[config.mk]
export PLATFORM = sky130hd
export DESIGN_NAME = id_operand_stage
export DESIGN_NICKNAME = d
export VERILOG_FILES = /design/src/rtl/id_operand_stage_pkg.sv /design/src/rtl/id_operand_stage_fwd_mux.sv /design/src/rtl/id_operand_stage.sv
export SDC_FILE = /design/constraint.sdc
export NUM_CORES = 1
export LEC_CHECK = 0
export ABC_AREA = 1
export BUFFER_PORTS_ARGS = -buffer_cell sky130_fd_sc_hd__buf_2
export CAP_MARGIN = 30
export CORE_MARGIN = 2
export CORE_UTILIZATION = 35
export CTS_CLUSTER_DIAMETER = 150
export CTS_CLUSTER_SIZE = 28
export DETAILED_ROUTE_END_ITERATION = 6
export SLEW_MARGIN = 20
export SYNTH_ARGS = -nofsm -noshare
export SYNTH_HDL_FRONTEND = slang
export SYNTH_HIERARCHICAL = 1
export SYNTH_SLANG_ARGS = --single-unit
[constraint.sdc]
create_clock -name clk -period 1.2 [get_ports clk]
set_clock_uncertainty 0.1 [all_clocks]
set_input_delay 0 -clock clk [delete_from_list [all_inputs] [get_ports clk]]
set_output_delay 0 -clock clk [all_outputs]
set_load 0.02 [all_outputs]
[src/rtl/id_operand_stage_pkg.sv]
`default_nettype none
// ============================================================================
// Module      : id_operand_stage_pkg
// Description : Shared CPU constants and types for the ID operand stage.
// Revision    : 1.0
// ============================================================================
package id_operand_stage_pkg;

    localparam int XLEN   = 32;
    localparam int REG_AW = 5;
    localparam int ALUC_W = 4;

    typedef enum logic [1:0] {
        FWD_RF = 2'd0,
        FWD_EX = 2'd1,
        FWD_MM = 2'd2,
        FWD_WB = 2'd3
    } fwd_sel_e;

    typedef struct packed {
        logic [XLEN-1:0]   a;
        logic [XLEN-1:0]   b;
        logic [XLEN-1:0]   imm;
        logic [REG_AW-1:0] wn;
        logic              wreg;
        logic              m2reg;
        logic              wmem;
        logic              aluimm;
        logic              valid;
        logic [ALUC_W-1:0] aluc;
    } idex_t;

endpackage
`default_nettype wire

[src/rtl/id_operand_stage_fwd_mux.sv]
`default_nettype none
// ============================================================================
// Module      : fwd_mux
// Description : Operand source select; r0 never forwarded, EX > MEM > WB > RF.
// Revision    : 1.0
// ============================================================================
module fwd_mux
    import id_operand_stage_pkg::*;
(
    input  logic [REG_AW-1:0] src,
    input  logic [XLEN-1:0]   rf_q,
    input  logic [REG_AW-1:0] ex_wn,
    input  logic              ex_wreg,
    input  logic              ex_m2reg,
    input  logic [XLEN-1:0]   ex_res,
    input  logic [REG_AW-1:0] mm_wn,
    input  logic              mm_wreg,
    input  logic [XLEN-1:0]   mm_res,
    input  logic [REG_AW-1:0] wb_wn,
    input  logic              wb_wreg,
    input  logic [XLEN-1:0]   wb_d,
    output logic [XLEN-1:0]   q
);

    fwd_sel_e sel;

    // A load in EX has no data yet; the hazard logic stalls, so fall through.
    always_comb begin
        sel = FWD_RF;
        if (src != '0) begin
            if (ex_wreg && !ex_m2reg && (ex_wn == src))
                sel = FWD_EX;
            else if (mm_wreg && (mm_wn == src))
                sel = FWD_MM;
            else if (wb_wreg && (wb_wn == src))
                sel = FWD_WB;
        end
    end

    always_comb begin
        q = rf_q;
        case (sel)
            FWD_EX:  q = ex_res;
            FWD_MM:  q = mm_res;
            FWD_WB:  q = wb_d;
            default: q = rf_q;
        endcase
    end

endmodule
`default_nettype wire

[src/rtl/id_operand_stage.sv]
`default_nettype none
// ============================================================================
// Module      : id_operand_stage
// Description : Operand forwarding, load-use hazard detection and ID/EX register.
// Revision    : 1.0
// ============================================================================
module id_operand_stage
    import id_operand_stage_pkg::*;
(
    input  logic              clk,
    input  logic              clrn,
    input  logic [REG_AW-1:0] id_rs,
    input  logic [REG_AW-1:0] id_rt,
    input  logic [XLEN-1:0]   rf_qa,
    input  logic [XLEN-1:0]   rf_qb,
    input  logic              id_use_rs,
    input  logic              id_use_rt,
    input  logic              id_valid,
    input  logic [XLEN-1:0]   id_imm,
    input  logic [REG_AW-1:0] id_wn,
    input  logic              id_wreg,
    input  logic              id_m2reg,
    input  logic              id_wmem,
    input  logic              id_aluimm,
    input  logic [ALUC_W-1:0] id_aluc,
    input  logic [REG_AW-1:0] ex_wn,
    input  logic              ex_wreg,
    input  logic              ex_m2reg,
    input  logic [XLEN-1:0]   ex_res,
    input  logic [REG_AW-1:0] mm_wn,
    input  logic              mm_wreg,
    input  logic [XLEN-1:0]   mm_res,
    input  logic [REG_AW-1:0] wb_wn,
    input  logic              wb_wreg,
    input  logic [XLEN-1:0]   wb_d,
    input  logic              hold,
    input  logic              flush,
    output logic              stall,
    output logic [XLEN-1:0]   e_a,
    output logic [XLEN-1:0]   e_b,
    output logic [XLEN-1:0]   e_imm,
    output logic [REG_AW-1:0] e_wn,
    output logic              e_wreg,
    output logic              e_m2reg,
    output logic              e_wmem,
    output logic              e_aluimm,
    output logic              e_valid,
    output logic [ALUC_W-1:0] e_aluc
);

    logic [XLEN-1:0] opa;
    logic [XLEN-1:0] opb;
    logic            luh;
    idex_t           idex_d;
    idex_t           idex_q;

    fwd_mux u_fwd_a (
        .src(id_rs), .rf_q(rf_qa),
        .ex_wn(ex_wn), .ex_wreg(ex_wreg), .ex_m2reg(ex_m2reg), .ex_res(ex_res),
        .mm_wn(mm_wn), .mm_wreg(mm_wreg), .mm_res(mm_res),
        .wb_wn(wb_wn), .wb_wreg(wb_wreg), .wb_d(wb_d),
        .q(opa)
    );

    fwd_mux u_fwd_b (
        .src(id_rt), .rf_q(rf_qb),
        .ex_wn(ex_wn), .ex_wreg(ex_wreg), .ex_m2reg(ex_m2reg), .ex_res(ex_res),
        .mm_wn(mm_wn), .mm_wreg(mm_wreg), .mm_res(mm_res),
        .wb_wn(wb_wn), .wb_wreg(wb_wreg), .wb_d(wb_d),
        .q(opb)
    );

    assign luh = id_valid && ex_wreg && ex_m2reg && (ex_wn != '0) &&
                 (((ex_wn == id_rs) && id_use_rs) || ((ex_wn == id_rt) && id_use_rt));

    assign stall = hold | (luh & ~flush);

    always_comb begin
        idex_d = idex_q;
        if (!hold) begin
            if (flush || luh) begin
                idex_d = '0;
            end else begin
                idex_d.a      = opa;
                idex_d.b      = opb;
                idex_d.imm    = id_imm;
                idex_d.wn     = id_wn;
                idex_d.wreg   = id_wreg;
                idex_d.m2reg  = id_m2reg;
                idex_d.wmem   = id_wmem;
                idex_d.aluimm = id_aluimm;
                idex_d.valid  = id_valid;
                idex_d.aluc   = id_aluc;
            end
        end
    end

    always_ff @(posedge clk or negedge clrn) begin
        if (!clrn)
            idex_q <= '0;
        else
            idex_q <= idex_d;
    end

    assign e_a      = idex_q.a;
    assign e_b      = idex_q.b;
    assign e_imm    = idex_q.imm;
    assign e_wn     = idex_q.wn;
    assign e_wreg   = idex_q.wreg;
    assign e_m2reg  = idex_q.m2reg;
    assign e_wmem   = idex_q.wmem;
    assign e_aluimm = idex_q.aluimm;
    assign e_valid  = idex_q.valid;
    assign e_aluc   = idex_q.aluc;

endmodule
`default_nettype wire
==> results of run 1 <==
==> power by group through the flow <==
stage | Clock (mW) | Sequential, mW | Combinational (mW)
global placement | 0 | 4.28 | 3.32
CTS | 3.04 | 4.22 | 3.91
floorplan | 0 | 4.69 | 1.35
global route | 3.15 | 4.26 | 4.57
finish | 2.93 | 4.22 | 4.23
detailed placement | 0 | 4.29 | 3.34
==> cell families (layout without fill, tap and decap cells) <==
kind of cell           after synthesis  after routing
other                                0             10
flip-flops                         110            110
AND/OR/NAND/NOR                   1007           1007
buffers and inverters              337            810
AO/OA/AOI/OAI                        3              3
==> through the flow <==
stage | cells | instance area [µm²] | power [mW] | utilization [%]
after floorplan | 1457 | 9200 | 6.04 | -
after global placement | 2109 | 11700 | 7.60 | 48.1
after detailed placement | 2109 | 11700 | 7.63 | 48.1
after CTS | 2241 | 14200 | 11.2 | 58.2
after global routing | 2260 | 15100 | 12.0 | 62.0
final | 2264 | 15100 | 11.4 | 62.0
==> cells in the final DEF, fill, tap and decap left out, drive strengths merged, types with 2 or more instances in the layout <==
| master | synthesis | routed |
|---|---|---|
| nand3 | 376 | 376 |
| diode | 0 | 10 |
| o21ai | 2 | 2 |
| nand2 | 412 | 412 |
| dlygate4sd3 | 0 | 72 |
| nor3 | 2 | 2 |
| nand4 | 66 | 66 |
| dfrtp | 110 | 110 |
| inv | 232 | 233 |
| buf | 64 | 480 |
| clkbuf | 41 | 19 |
| nor2 | 151 | 151 |
| clkinv | 0 | 3 |
==> worst min-delay path, stage by stage <==
cell and delay (ns):
buf_2 0.10, nand3_1 0.07, nand3_1 0.07, inv_1 0.06, nor2_1 0.03, nand3_1 0.05
nand2_1 0.04
==> synth_stat cells, types with 4 or more instances <==
library cell / number
buf_2: 44
buf_6: 18
clkbuf_1: 41
dfrtp_1: 110
inv_1: 217
inv_2: 15
nand2_1: 408
nand2_2: 4
nand3_1: 376
nand4_1: 66
nor2_1: 147
==> worst paths after layout <==
kind	startpoint	end	slack (ns)
max	id_rs[1]	e_a[22]	-0.22
max in group asynchronous	clrn	e_a[28]	0.55
max reg2reg	e_a[8]	e_a[8]	0.39
min	rf_qa[30]	e_a[30]	0.007
min reg2reg	e_a[16]	e_a[16]	0.37
min in group asynchronous	clrn	e_b[1]	0.08
==> flip-flops by register name, indices dropped and copies added (netlist names) <==
| register | cells |
|---|---|
| e_a | 32 |
| e_aluimm | 1 |
| e_b | 32 |
| e_wmem | 1 |
| e_aluc | 4 |
| e_valid | 1 |
| e_wreg | 1 |
| e_m2reg | 1 |
| e_imm | 32 |
| e_wn | 5 |
==> per-layer routing <==
metal | global-route usage, % | part of all wire [%]
met5 | 0 | 0.083
met4 | 13.4 | 4.4
met3 | 6.19 | 8.0
met2 | 47.6 | 47
met1 | 37.8 | 41
==> cell type report <==
cell class | count | area, µm² | share of cell area (%)
clock buffers | 10 | 229 | 1.52
diodes | 10 | 25.0 | 0.166
inverters | 232 | 948 | 6.29
flip-flops and latches | 110 | 2750 | 18.2
clock inverters | 5 | 45.0 | 0.299
multi-input cells | 1010 | 5710 | 37.9
well taps | 324 | 405 | 2.69
repair buffers | 563 | 4970 | 32.9
==> what timing repair did <==
item,CTS,global route
endpoints found under the hold margin,177,0
pin swaps,106,103
endpoints found under the setup margin,65,111
gates resized for setup,203,238
cloned,18,11
setup buffers,28,9
hold buffers,73,0
==> run metrics, run 1 <==
status=complete, but fails checks; violated checks=negative setup slack; share of cells above drive strength 1=between 40 and 50%; iteration-0 DRC count of the detailed router=1,028; Starting Density=between 30% and 40%; Synth-to-Final Area Change=73.8%; Synth Register Bits=between 100 and 150; Final nets=around 2,200; count of pins over their slew limit=0; Mapped Area=8680 µm²; die width=161 µm; sequential share of power=about 37%; Die Height=161 µm; # clock sinks=between 100 and 150; Yosys top cell by area=dfrtp_1; post-route minimum period=roughly 1.4 ns; site row count=57; DP HPWL=26,800 µm; CTS max path bufs=2; die area=roughly 26,000 µm²; Vias=11,791; Peak VDD IR=0.595 mV; CP Depth=19; adder-cell share of the synthesized area=0%; crit path cell chain=buf_12 > inv_8 > buf_6 > nand2_2 > nand2_1 > nor2_1 > nand3_1 > nand2_2 > clkinv_4 > buf_12 > buf_16 > nand3_2 > nand2_2 > inv_2 > nand3_2 > inv_2 > nor2_2 > nand3_1 > nand2_1; Ports=approximately 350; Vias/cell=5.21; IO buf count=351; Total Routing Usage GR=between 20% and 30%; H-Tree Depth=3; switching power=between 4 and 5 mW; DRC Markers=0; Final Hold Viols=0; Post-synth ARST share=100%; largest net degree at the start of global routing=67; Synth Flop Type=dfrtp_1; drt total wl=41,200 µm; Mapped Cells=1,457; FILL cells=2,216; Switching Share=36.3%; post-synth top area share=31.7%; Antenna Nets Post-Route=0; clock latency on the worst-skew pair=0.36 ns; Comb power frac=between 30% and 40%; CP peak stage delay=0.16 ns; Critical path buffers and inverters=8; slowest CP cell=buf_12; Slew Limit Headroom=about three fifths; Synth Area in XOR/XNOR=0%; Net Count, Synth=around 1,700; critical path endpoint category=flop; GRT overflow=0; Setup CP Type=in2reg; cell mode on critical path=nand2_2; hold path depth=7; vias in the first global route=11,085; Worst Slack Setup Final=-0.221 ns; Distinct cells, synth=17; Hold WS=0.00692 ns; first-pass GRT wire length=a little over 60,000 µm; largest fanout on the critical path=5; Leak Pwr=approximately 8.3 nW; CTS tree=done; setup TNS=-10.32 ns; Avg Inst Size Synth=5.96 µm²; Compound-Gate Fraction of Synth Area=0.202%; CTS root buffer=clkbuf_16; slew of the pin with the lowest slew margin=0.584 ns; Synth Area in Simple Gates=51.2%; f_max=~700 MHz; unrepaired setup endpoints after global routing=yes; Seq/Total Area, Yosys=31.7%; Yosys warning count=6; number of synthesized flops with an enable pin=0; router iterations before antenna repair=5; Clock power frac=25.7%; pre-CTS WS=-0.784 ns; WP data arrival=~1.6 ns; core area=24,300 µm²; Tcrit/Tclk final=118%; Cell Pwr Density=755 nW/µm²; mux cell area share after synthesis=0%; Max Cap Viol=0; R2R cell count=2; initial antenna violation count=12; delay-heaviest family, CP=simple AND/OR/NAND/NOR gates; startpoint types=primary input; Int Power=7.25 mW; main combinational cell family by area after synthesis=simple AND/OR/NAND/NOR gates; ranking of synthesized cells by area=dfrtp_1, nand3_1, nand2_1, inv_1, nor2_1; CTS Buf Count=9; Setup violations, final=65; Worst Path Required=1.34 ns; Clk pin slew, worst setup/hold paths=approximately 0.070 ns; hold crit path type=in2reg; final RePlAce weighted congestion=0.963; per-cell routed wire length=18.2 µm
(Power assumes the default switching activity.)
==> run 2: changes to the inputs <==
ABC_AREA = not set   (was 1)
==> run 2 against run 1 <==
Compared with the run above: the flow finishes with violations (negative hold slack, negative setup slack); synthesized cell count down 30%; fmax is 30% lower; critical path depth is 7 lower; combinational power grew 37%; clock power rose by 6%; final area grew 7.2%; core utilization down 1.9 points; worst setup slack got worse by 0.62 ns; non-clock buffer count rose by 33; register-to-register slack got worse by 0.20 ns; cell count down 18%; critical path type unchanged; critical endpoint is now e_b[14]; largest cell class unchanged; highest routed layer unchanged.
==> run metrics, run 2 <==
status=complete, but fails checks (unchanged); violated checks=negative hold slack, negative setup slack (was negative setup slack); largest fanout on the critical path=8 (was 5); Hold WS=-0.0369 ns (was 0.00692 ns); Cell Pwr Density=832 nW/µm² (was 755 nW/µm²); startpoint types=primary input (unchanged); count leader, synth=dfrtp_1 (was nand2_1); Comb power frac=43.2% (was 37.2%); Avg Inst Size Synth=9.40 µm² (was 5.96 µm²); CTS max path bufs=2 (unchanged); sequential share of power=33.7% (was 37.1%); GRT overflow=0 (unchanged); post-route cell area=16,200 µm² (was 15,100 µm²); site row count=60 (was 57); first-pass GRT wire length=60,700 µm (was 60,400 µm); Yosys warning count=6 (unchanged); Vias=10,998 (was 11,791); Net Count, Synth=1,256 (was 1,698); Antenna Nets Post-Route=0 (unchanged); die area=28,600 µm² (was 26,100 µm²); clock latency on the worst-skew pair=0.35 ns (was 0.36 ns); Starting Density=35.5% (was 35.7%); most frequent cells in the layout=buf_2, o21ai_2, dfrtp_1 (was nand2_1, buf_2, nand3_1); post-route minimum period=2.04 ns (was 1.42 ns); switching power=5.08 mW (was 4.13 mW); reg2reg end=e_b[15] (was e_a[8]); CTS Buf Count=9 (unchanged); Tcrit/Tclk final=170% (was 118%); initial antenna violation count=4 (was 12); number of synthesized flops with an enable pin=0 (unchanged); critical path endpoint category=flop (unchanged); iteration-0 DRC count of the detailed router=876 (was 1,028); DRC Markers=0 (unchanged); router iterations before antenna repair=5 (unchanged); FILL cells=2,188 (was 2,216); largest net degree at the start of global routing=46 (was 67); Ports=352 (unchanged); ranking of synthesized cells by area=dfrtp_1, a22oi_2, or3b_2, nor3b_1, o21ai_2 (was dfrtp_1, nand3_1, nand2_1, inv_1, nor2_1); Total Routing Usage GR=27.4% (was 29.5%); Yosys top cell by area=dfrtp_1 (unchanged); Final Hold Viols=11 (was 0); Max Cap Viol=0 (unchanged); # clock sinks=110 (unchanged); per-cell routed wire length=24.5 µm (was 18.2 µm); vias in the first global route=10,467 (was 11,085); count of pins over their slew limit=0 (unchanged); Slew Limit Headroom=71.5% (was 61.1%); Post-synth ARST share=100% (unchanged); Vias/cell=5.95 (was 5.21); Setup CP Type=in2reg (unchanged); crit path cell chain=buf_6 > xnor2_2 > nand4_1 > buf_4 > o2111ai_4 > buf_12 > buf_16 > o22ai_4 > o2bb2ai_4 > o21ai_2 > or3b_4 > o21ai_2 (was buf_12 > inv_8 > buf_6 > nand2_2 > nand2_1 > nor2_1 > nand3_1 > nand2_2 > clkinv_4 > buf_12 > buf_16 > nand3_2 > nand2_2 > inv_2 > nand3_2 > inv_2 > nor2_2 > nand3_1 > nand2_1); RR Startpoint=e_b[15] (was e_a[8]); IO buf count=351 (unchanged); Synth top cells by count=dfrtp_1, nor3b_1, or3b_2 (was nand2_1, nand3_1, inv_1); CP peak stage delay=0.40 ns (was 0.16 ns); crit path launch=id_rt[4] (was id_rs[1]); core area=26,900 µm² (was 24,300 µm²); setup TNS=-57.74 ns (was -10.32 ns); slowest CP cell=or3b_4 (was buf_12); Synth Flop Type=dfrtp_1 (unchanged); placed inst area=12,800 µm² (was 11,700 µm²); Worst Path Required=1.38 ns (was 1.34 ns); DP HPWL=27,700 µm (was 26,800 µm); Post-Route Utilization=60.2% (was 62.0%); Clk pin slew, worst setup/hold paths=0.09 ns (was 0.07 ns); post-synth top area share=28.9% (was 31.7%); Peak VDD IR=0.680 mV (was 0.595 mV); die width=169 µm (was 161 µm); Seq/Total Area, Yosys=28.9% (was 31.7%); cell mode on critical path=o21ai_2 (was nand2_2); delay-heaviest family, CP=compound AO/OA/AOI/OAI gates (was simple AND/OR/NAND/NOR gates); unrepaired setup endpoints after global routing=yes (unchanged); final RePlAce weighted congestion=0.880 (was 0.963); Final nets=1,741 (was 2,167); Critical path buffers and inverters=4 (was 8); Mapped Cells=1,015 (was 1,457); hold crit path type=in2async (was in2reg); Mapped Area=9540 µm² (was 8680 µm²); Leak Pwr=6.65 nW (was 8.31 nW); R2R cell count=2 (unchanged); Post-Layout Cell Count=1,848 (was 2,264); R2R Setup Slk=0.19 ns (was 0.39 ns); CTS tree=done (unchanged); Clock power frac=23.1% (was 25.7%); share of cells above drive strength 1=69.6% (was 44.1%); H-Tree Depth=3 (unchanged); Synth Register Bits=110 (unchanged); Synth-to-Final Area Change=69.5% (was 73.8%); Setup violations, final=109 (was 65); WP data arrival=2.23 ns (was 1.57 ns); Int Power=8.36 mW (was 7.25 mW); slew of the pin with the lowest slew margin=0.427 ns (was 0.584 ns); Die Height=169 µm (was 161 µm); f_max=490 MHz (was 704 MHz); commonest non-fill, non-tap cell in the layout=buf_2 (was nand2_1); drt total wl=45,200 µm (was 41,200 µm); Distinct cells, synth=37 (was 17); Switching Share=37.8% (was 36.3%); count of hold-fix buffers inserted at cts=49 (was 73); CTS root buffer=clkbuf_16 (unchanged); dpl cells=1,721 (was 2,109); Worst Slack Setup Final=-0.842 ns (was -0.221 ns)
[run 2: cell types whose count changed in the layout (fill, tap and decap cells not counted), sizes merged, moves of 32 or more]
cell     previous run  this run
nor3b               0       109
o2bb2ai             0        64
nand2             412        73
inv               233         4
o22ai               0        63
nand4              66         6
a22oi               0       109
nor2              151         8
xnor2               0        32
o21ai               2       172
or3b                0       109
buf               480       533
nand3             376         0
[run 2: logic make-up (layout without fill, tap and decap cells)]
group	after synthesis	in the layout	share of synthesized area (%)
buffers and inverters	124	614	6.95
flip-flops	110	110	28.9
AND/OR/NAND/NOR	318	318	23.1
XOR/XNOR	40	40	3.67
other	0	2	0
AO/OA/AOI/OAI	423	423	37.4
[run 2: metrics by stage]
step                total power, mW  setup WS [ns]
floorplan                      7.31         -0.702
global placement               9.30          -1.15
detailed placement             9.38          -1.19
CTS                            12.9         -0.707
global route                   14.0         -0.866
finish                         13.4         -0.842
[run 2: per-layer routing]
layer  track usage, %  wire, µm  vias up
met5                0        19        -
met4             10.3      1970        4
met3             6.22      3860      143
met2             46.8     21600      626
met1             33.6     17800     5344
li1                 -         -     4881
[run 2: how the worst max path moves through the flow]
stage | endpoint | cells after the start
3_3_place_gp | e_b[25] | 10
4_1_cts | e_a[27] | 12
2_1_floorplan | e_b[27] | 9
5_1_grt | e_b[14] | 12
6_report | e_b[14] | 12
3_5_place_dp | e_b[25] | 10
[run 2: power groups by stage]
stage	logic, mW	registers (mW)	clock network, mW
after floorplan	2.16	5.15	0
after global placement	4.71	4.59	0
after detailed placement	4.77	4.60	0
after CTS	5.20	4.53	3.15
after global routing	6.13	4.58	3.29
final	5.81	4.54	3.11
[run 2: timing repair]
item	in CTS	in global routing
hold endpoints to repair	157	10
buffers inserted	11	23
gates resized for setup	100	218
pin swaps	45	98
endpoints found under the setup margin	111	122
cloned	11	19
[run 2: area by class of cell]
class | instances | area, µm² | share of cell area, %
Multi-Input combinational cell | 781 | 7710 | 47.7
Timing Repair Buffer | 596 | 4990 | 30.8
Sequential cell | 110 | 2750 | 17.0
Tap cell | 341 | 427 | 2.64
Clock buffer | 10 | 239 | 1.48
Clock inverter | 6 | 45.0 | 0.279
Inverter | 2 | 7.51 | 0.0464
Antenna cell | 2 | 5.00 | 0.0310
==> run 3: changes to the inputs <==
PLACE_DENSITY = 0.65   (was not set)
SYNTH_HIERARCHICAL = not set   (was 1)
==> run 3 against run 2 <==
Compared with the run above: the run still ends with negative hold slack, negative setup slack left; sequential power fell by 7.5%; first-iteration DRC count is 12% lower; non-clock buffer count rose by 16; die area fell by 32%; fmax is 19% higher; combinational power down 38%; final area decreased by 22%; critical path type unchanged; critical endpoint is now e_b[27].
==> run metrics, run 3 <==
status=complete, but fails checks (unchanged); violated checks=negative hold slack, negative setup slack (unchanged); startpoint types=primary input (unchanged); Hold WS=-0.0221 ns (was -0.0369 ns); Distinct cells, synth=46 (was 37); initial antenna violation count=3 (was 4); WP data arrival=1.86 ns (was 2.23 ns); Net Count, Synth=956 (was 1,256); Antenna Nets Post-Route=0 (unchanged); GRT overflow=0 (unchanged); largest net degree at the start of global routing=112 (was 46); CTS Buf Count=9 (unchanged); # clock sinks=110 (unchanged); post-synth top area share=42.7% (was 28.9%); Slew Limit Headroom=61.0% (was 71.5%); Synth top cells by count=nor2_1, dfrtp_1, nand2_1 (was dfrtp_1, nor3b_1, or3b_2); Die Height=140 µm (was 169 µm); f_max=583 MHz (was 490 MHz); ranking of synthesized cells by area=dfrtp_1, nor2_1, a22o_1, o221a_2, o41ai_1 (was dfrtp_1, a22oi_2, or3b_2, nor3b_1, o21ai_2); Final nets=1,515 (was 1,741); Setup CP Type=in2reg (unchanged); Int Power=7.24 mW (was 8.36 mW); clock latency on the worst-skew pair=0.35 ns (about the same); met3 wire length=2780 µm (was 3860 µm); Mapped Area=6440 µm² (was 9540 µm²); Total Routing Usage GR=30.8% (was 27.4%); die area=19,500 µm² (was 28,600 µm²); critical path endpoint category=flop (unchanged); Final Hold Viols=15 (was 11); core area=18,000 µm² (was 26,900 µm²); CTS root buffer=clkbuf_16 (unchanged); Peak VDD IR=0.731 mV (was 0.680 mV); Seq/Total Area, Yosys=42.7% (was 28.9%); largest fanout on the critical path=9 (was 8); most frequent cells in the layout=buf_2, dlygate4sd3_1, nor2_1 (was buf_2, o21ai_2, dfrtp_1); DP HPWL=20,400 µm (was 27,700 µm); overall power=10.9 mW (was 13.4 mW); CTS max path bufs=2 (unchanged); per-cell routed wire length=21.9 µm (was 24.5 µm); count leader, synth=nor2_1 (was dfrtp_1); Clk pin slew, worst setup/hold paths=0.08 ns (was 0.09 ns); commonest non-fill, non-tap cell in the layout=buf_2 (unchanged); Cell Pwr Density=864 nW/µm² (was 832 nW/µm²); number of synthesized flops with an enable pin=0 (unchanged); Worst Path Required=1.35 ns (was 1.38 ns); Avg Inst Size Synth=9.01 µm² (was 9.40 µm²); iteration-0 DRC count of the detailed router=775 (was 876); die width=140 µm (was 169 µm); Detail Route met2 WL=15,500 µm (was 21,600 µm); Worst Slack Setup Final=-0.515 ns (was -0.842 ns); Synth Register Bits=110 (unchanged); Top Layer Used=met4 (was met5); Synth-to-Final Area Change=95.1% (was 69.5%); first-pass GRT wire length=47,300 µm (was 60,700 µm); slew of the pin with the lowest slew margin=0.583 ns (was 0.427 ns); vias in the first global route=8,466 (was 10,467); CTS tree=done (unchanged); sequential share of power=38.7% (was 33.7%); Post-Layout Cell Count=1,511 (was 1,848); Comb power frac=33.2% (was 43.2%); Mapped Cells=715 (was 1,015); router iterations before antenna repair=6 (was 5); Post-synth ARST share=100% (unchanged); Vias=8,573 (was 10,998); Yosys top cell by area=dfrtp_1 (unchanged); Vias/cell=5.67 (was 5.95); M1 wire length=13,000 µm (was 17,800 µm); Ports=352 (unchanged); final RePlAce weighted congestion=0.900 (was 0.880); H-Tree Depth=3 (unchanged); drt total wl=33,100 µm (was 45,200 µm); Switching Share=33.3% (was 37.8%); hold crit path type=in2async (unchanged); switching power=3.62 mW (was 5.08 mW); Max Cap Viol=0 (unchanged); Setup violations, final=111 (was 109); Leak Pwr=5.96 nW (was 6.65 nW); Synth Flop Type=dfrtp_1 (unchanged); DRC Markers=0 (unchanged); Yosys warning count=0 (was 6); post-route minimum period=1.71 ns (was 2.04 ns); Clock power frac=28.1% (was 23.1%); Starting Density=35.7% (was 35.5%); share of cells above drive strength 1=48.0% (was 69.6%); dpl cells=1,312 (was 1,721); unrepaired setup endpoints after global routing=yes (unchanged); Tcrit/Tclk final=143% (was 170%); IO buf count=351 (unchanged); site row count=49 (was 60); count of pins over their slew limit=0 (unchanged)
==> run 3: cell types whose count changed in the layout (fill, tap and decap cells not counted), sizes merged, moves of 46 or more <==
cell         previous run  this run
a22o                    0        46
a22oi                 109         1
buf                   533       444
dlygate4sd3            48       161
nor2                    8       131
nor3b                 109         3
o21ai                 172         6
o22ai                  63         0
o2bb2ai                64         0
or3b                  109         2
==> run 3: power by group through the flow <==
| stage | clock network [mW] | registers [mW] | logic [mW] |
|---|---|---|---|
| floorplan | 0 | 4.65 | 0.838 |
| detailed placement | 0 | 4.27 | 2.58 |
| finish | 3.06 | 4.20 | 3.61 |
| global placement | 0 | 4.26 | 2.56 |
| CTS | 3.09 | 4.20 | 3.32 |
| global route | 3.22 | 4.24 | 3.80 |
==> run 3: cells by family (layout without fill, tap and decap cells) <==
kind of cell	after synthesis	count (layout)	share of synthesized area [%]
simple gates	293	294	20.6
compound gates	216	216	28.3
flops	110	110	42.7
buf+inv	66	629	4.35
xor+xnor	30	30	4.08
other cells	0	3	0
==> run 3: final cells by class <==
| class | instances | area, µm² |
|---|---|---|
| inverter | 1 | 3.75 |
| tap | 229 | 287 |
| clock buffer | 9 | 225 |
| sequential | 110 | 2750 |
| timing repair buffer | 612 | 4810 |
| fill | 1298 | 5460 |
| multi-input combinational | 540 | 4420 |
| antenna | 3 | 7.51 |
| clock inverter | 7 | 66.3 |
==> run 3: timing repair <==
action	in CTS	in global routing
buffers inserted	3	4
endpoints found under the hold margin	220	0
gates resized for setup	101	70
pin swaps	14	26
hold buffers	161	0
endpoints found under the setup margin	111	111
gates cloned	9	4
==> run 3: layer usage <==
layer / global-route usage, % / vias up
met5: 0 / -
met1: 39.4 / 4021
met3: 6.09 / 169
met4: 13.6 / 0
li1: - / 3766
met2: 50.7 / 617
==> run 3: metrics by stage <==
step	hold slack, ns	area, µm²	worst slack [ns]	setup TNS, ns	util [%]
2_1_floorplan	-0.396	6670	-0.599	-53.48	-
5_1_grt	0.00648	12600	-0.565	-49.52	69.7
3_3_place_gp	-0.187	9310	-0.884	-84.86	51.6
6_report	-0.0221	12600	-0.515	-43.66	69.7
3_5_place_dp	-0.188	9310	-0.926	-87.70	51.6
4_1_cts	-0.0294	12000	-0.435	-40.42	66.6
==> run 3: path summary, 6_finish.rpt <==
kind	slack [ns]	end	startpoint	cells after the start
max reg2reg	0.32	e_b[27]	e_b[27]	2
max in group asynchronous	0.51	e_b[17]	clrn	3
min in group clk	0.02	e_b[0]	mm_res[0]	4
min	-0.02	e_imm[20]	clrn	2
min reg2reg	0.38	e_b[29]	e_b[29]	2
max	-0.51	e_b[27]	ex_wn[3]	8
==> run 3: worst max-delay path: stages <==
cell and delay, ns:
buf_8 0.10, or4_4 0.52, o2111ai_2 0.17, a21o_1 0.19
buf_6 0.15, nand2_8 0.11, buf_12 0.20, o41ai_4 0.40
